<file path="config.mk">
export PLATFORM = sky130hd
export DESIGN_NAME = wb_regfile
export DESIGN_NICKNAME = d
export VERILOG_FILES = /design/src/rtl/wb_regfile.sv
export SDC_FILE = /design/constraint.sdc
export NUM_CORES = 2
export LEC_CHECK = 0
export CAP_MARGIN = 10
export CORE_MARGIN = 2
export CORE_UTILIZATION = 62
export CTS_BUF_LIST = sky130_fd_sc_hd__clkbuf_16
export DETAILED_ROUTE_END_ITERATION = 7
export PLACE_DENSITY_LB_ADDON = 0.12
export SLEW_MARGIN = 20
export SYNTH_ARGS = -nofsm -noshare
export SYNTH_HDL_FRONTEND = slang
export SYNTH_SLANG_ARGS = --single-unit
</file>
<file path="constraint.sdc">
create_clock -name clk -period 48.6 [get_ports clk]
set_input_delay 9.72 -clock clk [delete_from_list [all_inputs] [get_ports clk]]
set_output_delay 9.72 -clock clk [all_outputs]
set_load 0.03 [all_outputs]
</file>
<file path="src/rtl/wb_regfile.sv">
// -----------------------------------------------------------------------------
// wb_regfile
//   Writeback-stage sink of the pipeline. Selects the writeback value from the
//   MEM/WB register (load data or ALU result), commits it into a general
//   purpose register file with r0 hardwired to zero, and serves the two
//   decode-stage read ports. A write in flight is bypassed onto the read ports
//   in the same cycle, so decode never has to stall on a writeback.
//
// Ports
//   clk            pipeline clock, state updates on the rising edge
//   rst            asynchronous active-high reset (array and counter cleared)
//   WB[1:0]        {RegWrite, MemtoReg} from MEM/WB
//   readData       load value from MEM/WB
//   ALUResult      ALU result from MEM/WB
//   writeRegister  destination register index
//   readReg1/2     decode-stage source indices
//   readData1/2    source values (combinational, bypassed)
//   writeData      selected writeback value (combinational, to forwarding)
//   regWriteEn     effective write strobe for this cycle
//   writeCount     committed register writes since reset (wraps)
// -----------------------------------------------------------------------------
module wb_regfile #(
  parameter int DATA_WIDTH = 32,
  parameter int ADDR_WIDTH = 5
) (
  input  logic                  clk,
  input  logic                  rst,
  input  logic [1:0]            WB,
  input  logic [DATA_WIDTH-1:0] readData,
  input  logic [DATA_WIDTH-1:0] ALUResult,
  input  logic [ADDR_WIDTH-1:0] writeRegister,
  input  logic [ADDR_WIDTH-1:0] readReg1,
  input  logic [ADDR_WIDTH-1:0] readReg2,
  output logic [DATA_WIDTH-1:0] readData1,
  output logic [DATA_WIDTH-1:0] readData2,
  output logic [DATA_WIDTH-1:0] writeData,
  output logic                  regWriteEn,
  output logic [31:0]           writeCount
);

  localparam int DEPTH = 2 ** ADDR_WIDTH;

  // Flattened view of the register file; entry 0 is a constant zero so the
  // read mux needs no special case for it beyond the explicit check below.
  logic [DATA_WIDTH-1:0] regs [DEPTH];
  logic [31:0]           write_count_reg;

  // Writeback mux runs every cycle regardless of RegWrite: the forwarding
  // unit looks at writeData even when nothing is committed.
  assign writeData  = WB[0] ? readData : ALUResult;
  assign regWriteEn = WB[1] && (writeRegister != '0);

  assign regs[0] = '0;

  // One flop bank per architectural register. The asynchronous clear has to
  // reach every entry, so the file is built from flops rather than RAM.
  genvar gi;
  generate
    for (gi = 1; gi < DEPTH; gi++) begin : g_reg
      logic [DATA_WIDTH-1:0] entry_reg;

      always_ff @(posedge clk or posedge rst) begin
        if (rst) begin
          entry_reg <= '0;
        end else if (regWriteEn && (writeRegister == ADDR_WIDTH'(gi))) begin
          entry_reg <= writeData;
        end
      end

      assign regs[gi] = entry_reg;
    end
  endgenerate

  always_ff @(posedge clk or posedge rst) begin
    if (rst) begin
      write_count_reg <= '0;
    end else if (regWriteEn) begin
      write_count_reg <= write_count_reg + 32'd1;
    end
  end

  assign writeCount = write_count_reg;

  // Read ports: r0 first, then the same-cycle bypass, then the array. The
  // bypass stays live during reset, since regWriteEn is not gated by rst.
  assign readData1 = (readReg1 == '0) ? '0 :
                     (regWriteEn && (readReg1 == writeRegister)) ? writeData :
                     regs[readReg1];

  assign readData2 = (readReg2 == '0) ? '0 :
                     (regWriteEn && (readReg2 == writeRegister)) ? writeData :
                     regs[readReg2];

endmodule

</file>
==> impl_metrics.json <==
{
  "ys_seq_area_share_pct": 48.17,
  "synth_seq_cells": 1024,
  "cp-start-kind": "primary input",
  "cts.repair.resized": 0,
  "finalSetupTns_ns": 0,
  "met1_usage_pct": 56.95,
  "fmax_mhz": 41.05,
  "yosysUniqueCellTypes": 52,
  "port_buffers": 211,
  "largest_reg_flops": 992,
  "syn-num-nets": 5250,
  "r2r-start": "writeCount[0]$_DFFE_PP0P_",
  "first_pass_iters": 8,
  "yosys_warnings": 0,
  "r2r_setup_slack_ns": 46.47,
  "ant_nets": 0,
  "period_needed_ns": 24.36,
  "critPathMaxFanout": 39,
  "end_kind": "primary output",
  "failed_checks": "design-rule violations",
  "powerDensity_nw_per_um2": 44.56,
  "r2r-end": "writeCount[22]$_DFFE_PP0P_",
  "vias": 43954,
  "final.period_utilization_pct": 50.12,
  "power.share.clock_pct": 31.6,
  "fin_nets": 5164,
  "postCtsHoldBufs": 0,
  "crit_arrival_ns": 14.64,
  "status": "complete, but fails checks",
  "grt_pass1_vias": 42548,
  "drive_above_1_share_pct": 15.41,
  "synth_edf_count": 0,
  "area_growth_pct": 12.43,
  "grt_max_degree": 163,
  "place_inst": 6112,
  "die_area_um2": 88160,
  "cts_tree": "done",
  "synthArstFlopShare_pct": 100.0,
  "finalHoldViolations": 0,
  "grtUsageMet2_pct": 60.56,
  "htreeDepth": 3,
  "vias_per_cell": 6.959,
  "finalWirelength_um": 181300,
  "drt-initial-drc-count": 5553,
  "internal_power_mw": 1.828,
  "combPwrFrac_pct": 23.5,
  "path_clk_slew_ns": 0.06,
  "numCtsBuffers": 106,
  "syn_inst": 5166,
  "syn_area_um2": 53200,
  "avgSynthCellArea_um2": 10.30,
  "finalSetupViolations": 0,
  "layout.cells.non_filler": 6316,
  "io_pins": 212,
  "die_h_um": 296.9,
  "seqPwrFrac_pct": 44.9,
  "worst_r2r_path_depth": 5,
  "grt_setup_unrepaired": "no",
  "die_x_um": 296.9,
  "multi_input_area_um2": 25940,
  "p_sw_mw": 0.8374,
  "critical_path_required_ns": 38.88,
  "hp-class": "reg2reg",
  "worstMarginPinSlew_ns": 1.146,
  "wl_per_cell_um": 28.70,
  "grt_pass1_wl_um": 273000,
  "place_congestion": 0.8754,
  "regArea_um2": 25620,
  "startpoint": "writeRegister[2]",
  "clock-sinks": 1024,
  "clock_path_buffers": 3,
  "fin_worst_skew_ns": 0.007643,
  "core_area_um2": 85150,
  "leakage_nw": 25.45,
  "grt.total_usage_pct": 41.19,
  "clock_latency_ns": 0.70,
  "cp-endpoint": "readData1[23]",
  "synth_flop_cell": "dfrtp_1",
  "p_sw_share_pct": 31.42,
  "critical_path_class": "in2out",
  "drc": 5,
  "postCtsSetupBuffers": 0,
  "busiest_layer": "met2",
  "slew_headroom_pct": 23.63,
  "gr-total-overflow": 0,
  "hpwl_um": 104100,
  "grt_use_met3_pct": 11.18,
  "nFillCells": 6237,
  "antenna_found_initial": 3,
  "slew_viol_final": 0,
  "rows": 107,
  "initial_core_util_pct": 62.48,
  "drv_cap": 0,
  "root_buffer": "clkbuf_16",
  "ir_drop_uv": 32.73
}
## cells by family after synthesis
family                   Yosys count  synth area share [%]
buffers and inverters            559                 4.304
XOR/XNOR                          41                0.6750
AO/OA/AOI/OAI                   1439                 15.13
multiplexers                     662                 20.81
adder cells (fa/ha/maj)            1               0.02352
flip-flops                      1024                 48.17
AND/OR/NAND/NOR                 1440                 10.89
## critical path: stages
cell and delay (ns):
clkdlybuf4s50_1 0.84, or4_4 0.71, o21ai_4 0.24, or4_4 0.51
buf_4 0.63, mux2_4 0.35, a31oi_1 0.77, clkdlybuf4s50_1 0.84
## cell usage after synthesis, drive strengths merged (2+ instances only)
cell / instances / area (µm²)
mux2i: 241 / 2412
o22a: 10 / 87.58
nor2b: 12 / 75.07
and3: 5 / 31.28
nand3: 45 / 230.2
nand4: 9 / 56.30
nand4b: 3 / 26.28
a31oi: 16 / 100.1
o21ai: 444 / 2233
o221ai: 6 / 52.55
dfrtp: 1024 / 25620
nor3: 8 / 60.06
nor4: 52 / 344.1
a41o: 16 / 160.2
a211oi: 32 / 240.2
mux2: 76 / 885.9
a22o: 16 / 140.1
o22ai: 58 / 362.9
buf: 132 / 685.6
nor2: 722 / 2710
nor3b: 2 / 15.01
nand2b: 7 / 43.79
or2: 3 / 18.77
a2bb2oi: 6 / 52.55
a21oi: 688 / 3443
nand3b: 2 / 15.01
a22oi: 87 / 653.1
nand2: 563 / 2113
inv: 37 / 138.9
a221oi: 48 / 420.4
and2: 3 / 18.77
a32oi: 10 / 87.58
clkbuf: 390 / 1465
xor2: 8 / 70.07
or4: 2 / 18.77
xnor2: 33 / 289.0
mux4: 345 / 7770
## worst min path at each step
| stage | startpoint | to | slack (ns) | depth (start not counted) |
|---|---|---|---|---|
| after floorplan | g_reg[10].entry_reg[10]$_DFFE_PP0P_ | g_reg[10].entry_reg[10]$_DFFE_PP0P_ | 0.46 | 2 |
| after global placement | writeCount[31]$_DFFE_PP0P_ | writeCount[31]$_DFFE_PP0P_ | 0.47 | 1 |
| after detailed placement | writeCount[8]$_DFFE_PP0P_ | writeCount[8]$_DFFE_PP0P_ | 0.48 | 1 |
| after CTS | writeCount[8]$_DFFE_PP0P_ | writeCount[8]$_DFFE_PP0P_ | 0.49 | 1 |
| after global routing | writeCount[31]$_DFFE_PP0P_ | writeCount[31]$_DFFE_PP0P_ | 0.50 | 1 |
| final | writeCount[13]$_DFFE_PP0P_ | writeCount[13]$_DFFE_PP0P_ | 0.49 | 1 |
## power by group through the flow
stage               Combinational (mW)  Clock (mW)  Sequential [mW]
CTS                              0.617       0.844             1.19
global route                     0.680       0.877             1.22
global placement                 0.593           0             1.19
floorplan                        0.455           0             1.16
detailed placement               0.613           0             1.20
finish                           0.626       0.843             1.20
## metrics by stage
stage	hold WS [ns]	util (%)	instance area [µm²]	setup WS, ns	total power, mW
3_5_place_dp	0.4818	65.93	56140	24.46	1.816
5_1_grt	0.5021	70.23	59800	24.25	2.775
6_report	0.4896	70.25	59810	24.24	2.665
3_3_place_gp	0.4657	65.92	56130	24.54	1.786
2_1_floorplan	0.4607	-	53200	10.06	1.617
4_1_cts	0.4935	70.10	59680	24.42	2.651
## cell usage in the layout (no fill, tap or decap), types with 16 or more instances in the layout
| master | Yosys | layout |
|---|---|---|
| dfrtp_1 | 1024 | 1024 |
| nor2_1 | 722 | 706 |
| a21oi_1 | 688 | 688 |
| nand2_1 | 563 | 551 |
| o21ai_0 | 443 | 443 |
| mux4_2 | 345 | 345 |
| mux2i_1 | 241 | 209 |
| clkdlybuf4s50_1 | 0 | 201 |
| clkbuf_16 | 0 | 111 |
| buf_4 | 10 | 111 |
| a22oi_1 | 87 | 87 |
| mux2_2 | 68 | 68 |
| o22ai_1 | 58 | 58 |
| inv_1 | 37 | 48 |
| a221oi_1 | 48 | 48 |
| nor4_1 | 49 | 48 |
| nand3_1 | 44 | 43 |
| xnor2_1 | 33 | 33 |
| a211oi_1 | 32 | 32 |
| mux2i_4 | 0 | 30 |
| clkinv_1 | 0 | 27 |
| clkinv_2 | 0 | 18 |
| a22o_1 | 16 | 16 |
| a31oi_1 | 16 | 16 |
| a41o_1 | 16 | 16 |
## layout make-up
type	instances	area share, %
flip-flops and latches	1024	42.84
clock inverters	85	1.370
multi-input cells	3583	43.36
inverters	37	0.2468
repair buffers	328	5.202
clock buffers	109	4.560
diodes	6	0.02510
well taps	1144	2.393
## per-layer routing
layer	routed length [µm]	vias to the layer above	share of wire (%)
li1	-	18441	-
met1	67520	21761	37
met5	13	-	0.0072
met3	22930	689	13
met2	79910	3061	44
met4	10920	2	6.0
Power figures use the tool's default switching activity.
==> RTL change, RTL diff (same flow settings) <==
Register the outputs `readData1` and `readData2`; this adds one clock of latency there. The other outputs are not delayed to match. Comments in the files are not updated.
--- a/src/rtl/wb_regfile.sv
+++ b/src/rtl/wb_regfile.sv
@@ -83,13 +83,11 @@
 
   // Read ports: r0 first, then the same-cycle bypass, then the array. The
   // bypass stays live during reset, since regWriteEn is not gated by rst.
-  assign readData1 = (readReg1 == '0) ? '0 :
-                     (regWriteEn && (readReg1 == writeRegister)) ? writeData :
-                     regs[readReg1];
 
-  assign readData2 = (readReg2 == '0) ? '0 :
-                     (regWriteEn && (readReg2 == writeRegister)) ? writeData :
-                     regs[readReg2];
+  always_ff @(posedge clk) begin
+    readData1 <= (readReg1 == '0) ? '0 : (regWriteEn && (readReg1 == writeRegister)) ? writeData : regs[readReg1];
+    readData2 <= (readReg2 == '0) ? '0 : (regWriteEn && (readReg2 == writeRegister)) ? writeData : regs[readReg2];
+  end
 
 endmodule
 
Function: not settled (the Yosys comparison gave no result); the edit may change what the design does.
==> RTL change against the unedited design <==
Combinational power rose by 2%; critical path type unchanged; clock skew rose by 0.016 ns; sequential cell count rose by 64; synthesized cell count fell by 0.68%; sequential power rose by 4%; worst setup slack improved by 1.8 ns; routed wire length rose by 3.0%; synthesized area rose by 3.6%; cell area rose by 3.2%; final cell count rose by 0.41%; power rose by 4.4%; fmax rose by 8.1%; clock power rose by 5.5%.
==> RTL change: results (changes against the unedited design) <==
[global_route]
first_global_vias = 42900  ; +0.79%
track_usage_pct = 41.4  ; +0.24 points
antenna_found_initial = 13  ; +10

[sta]
hold_ws_ns = 0.464  ; -0.0255 ns
tightestPinTransition_ns = 1.27  ; +0.124 ns
fin_skew_ns = 0.0240  ; +0.0163 ns

[power_and_ir_drop]
p_clk_w = 0.000889  ; +5.5%
fin_total_pwr_w = 0.00278  ; +4.4%
peakVddDrop_v = 0.0000400  ; +22%
swShare_pct = 30.6  ; -0.85 points
seqPwrFrac_pct = 45.1  ; +0.2 points
p_leak_nw = 26.2  ; +2.9%

[worst_hold_path]
hold_end = writeCount[31]$_DFFE_PP0P_
holdCritStartpoint = writeCount[31]$_DFFE_PP0P_

[setup_path]
rrSetupSlack_ns = 45.78  ; -0.69 ns
cp-startpoint = WB[0]
crit_arrival_ns = 12.81  ; -1.83 ns
cp_max_fo = 34  ; -13%
r2r_end = writeCount[31]$_DFFE_PP0P_
critPathCapture = writeData[19]

[synth]
synth-compound-area-share_pct = 14.7  ; -0.46 points
avgSynthCellArea_um2 = 10.7  ; +4.3%
yosysSeqAreaShare_pct = 48.8  ; +0.63 points
synth_fa_ha_area_share_pct = 0.0227  ; -0.00083 points
netlist_top_cells_count = 1024 x dfrtp_1, 639 x nor2_1, 602 x nand2_1
synthArstFlopShare_pct = 94.1  ; -5.9 points
ys_ff_latch = 1088  ; +6.3%
synthXorXnorAreaFrac_pct = 0.651  ; -0.024 points
ys_types = 60  ; +15%
post_synth_main_area_contributors = dfrtp_1 46%, mux4_2 14%, a21oi_1 5.2%
muxShareOfSynthArea_pct = 21.3  ; +0.46 points

[layout]
nonClockInverterCount = 36  ; -2.7%
buffers_excl_clock = 337  ; +2.7%
drive_above_1_share_pct = 18.2  ; +2.8 points
seq_share_pct = 43.6  ; +0.73 points
buf_share_pct = 5.14  ; -0.064 points
num-multi-input-gates = 3496  ; -2.4%
fillers = 6390  ; +2.5%
multi_input_area_share_pct = 42.6  ; -0.78 points
clk_share_pct = 6.09  ; +0.16 points
nNetsFinal = 5156  ; -0.15%
num_antenna_cells = 7  ; +1

[place]
gp_congestion = 0.872  ; -0.42%
dpl.hpwl_um = 105000  ; +1.3%
numPlacedInstances = 6118  ; +0.098%
pre_cts_slack_ns = 26.11  ; +1.65 ns
place_area_um2 = 57900  ; +3.1%

[routing]
routed_wirelength_um = 187000  ; +3.0%
drt-initial-drc-count = 6199  ; +12%

[outcome]
outcome = complete, no violations

[clocking]
numCtsBuffers = 113  ; +6.6%

RTL change: cell types whose count changed in the layout (fill, tap and decap cells not counted), sizes merged, moves of 39 or more:
cell,delta
mux2i,-89
nand2,+39
nor2,-82
o211ai,+50
mux2,+111
a21oi,-117
nor4,-50
dfxtp,+64
RTL change: routing by layer:
metal	part of all wire (%)	up-vias	GRT usage, %	routed length, um
met4	6.3	10	22.1	11800
li1	-	18400	-	-
met5	0.039	-	0	73
met3	14	698	13.8	27000
met1	36	22000	56.8	67900
met2	43	3118	59.1	79800
RTL change: cells by family (layout without fill, tap and decap cells):
family                     count (synthesis)  after routing
AOI/OAI and AO/OA                       1381           1381
xor gates and xnor gates                  41             41
adders and majority gates                  1              1
buffers and inverters                    547            586
DFF                                     1088           1088
muxes                                    697            697
other                                      0              7
and+or+nand+nor                         1376           1376
RTL change: worst max-delay path, cell delays in order:
cell and delay, ns:
buf_4 0.41, buf_4 0.64, mux2i_4 0.98, inv_1 0.30
clkdlybuf4s50_1 0.68
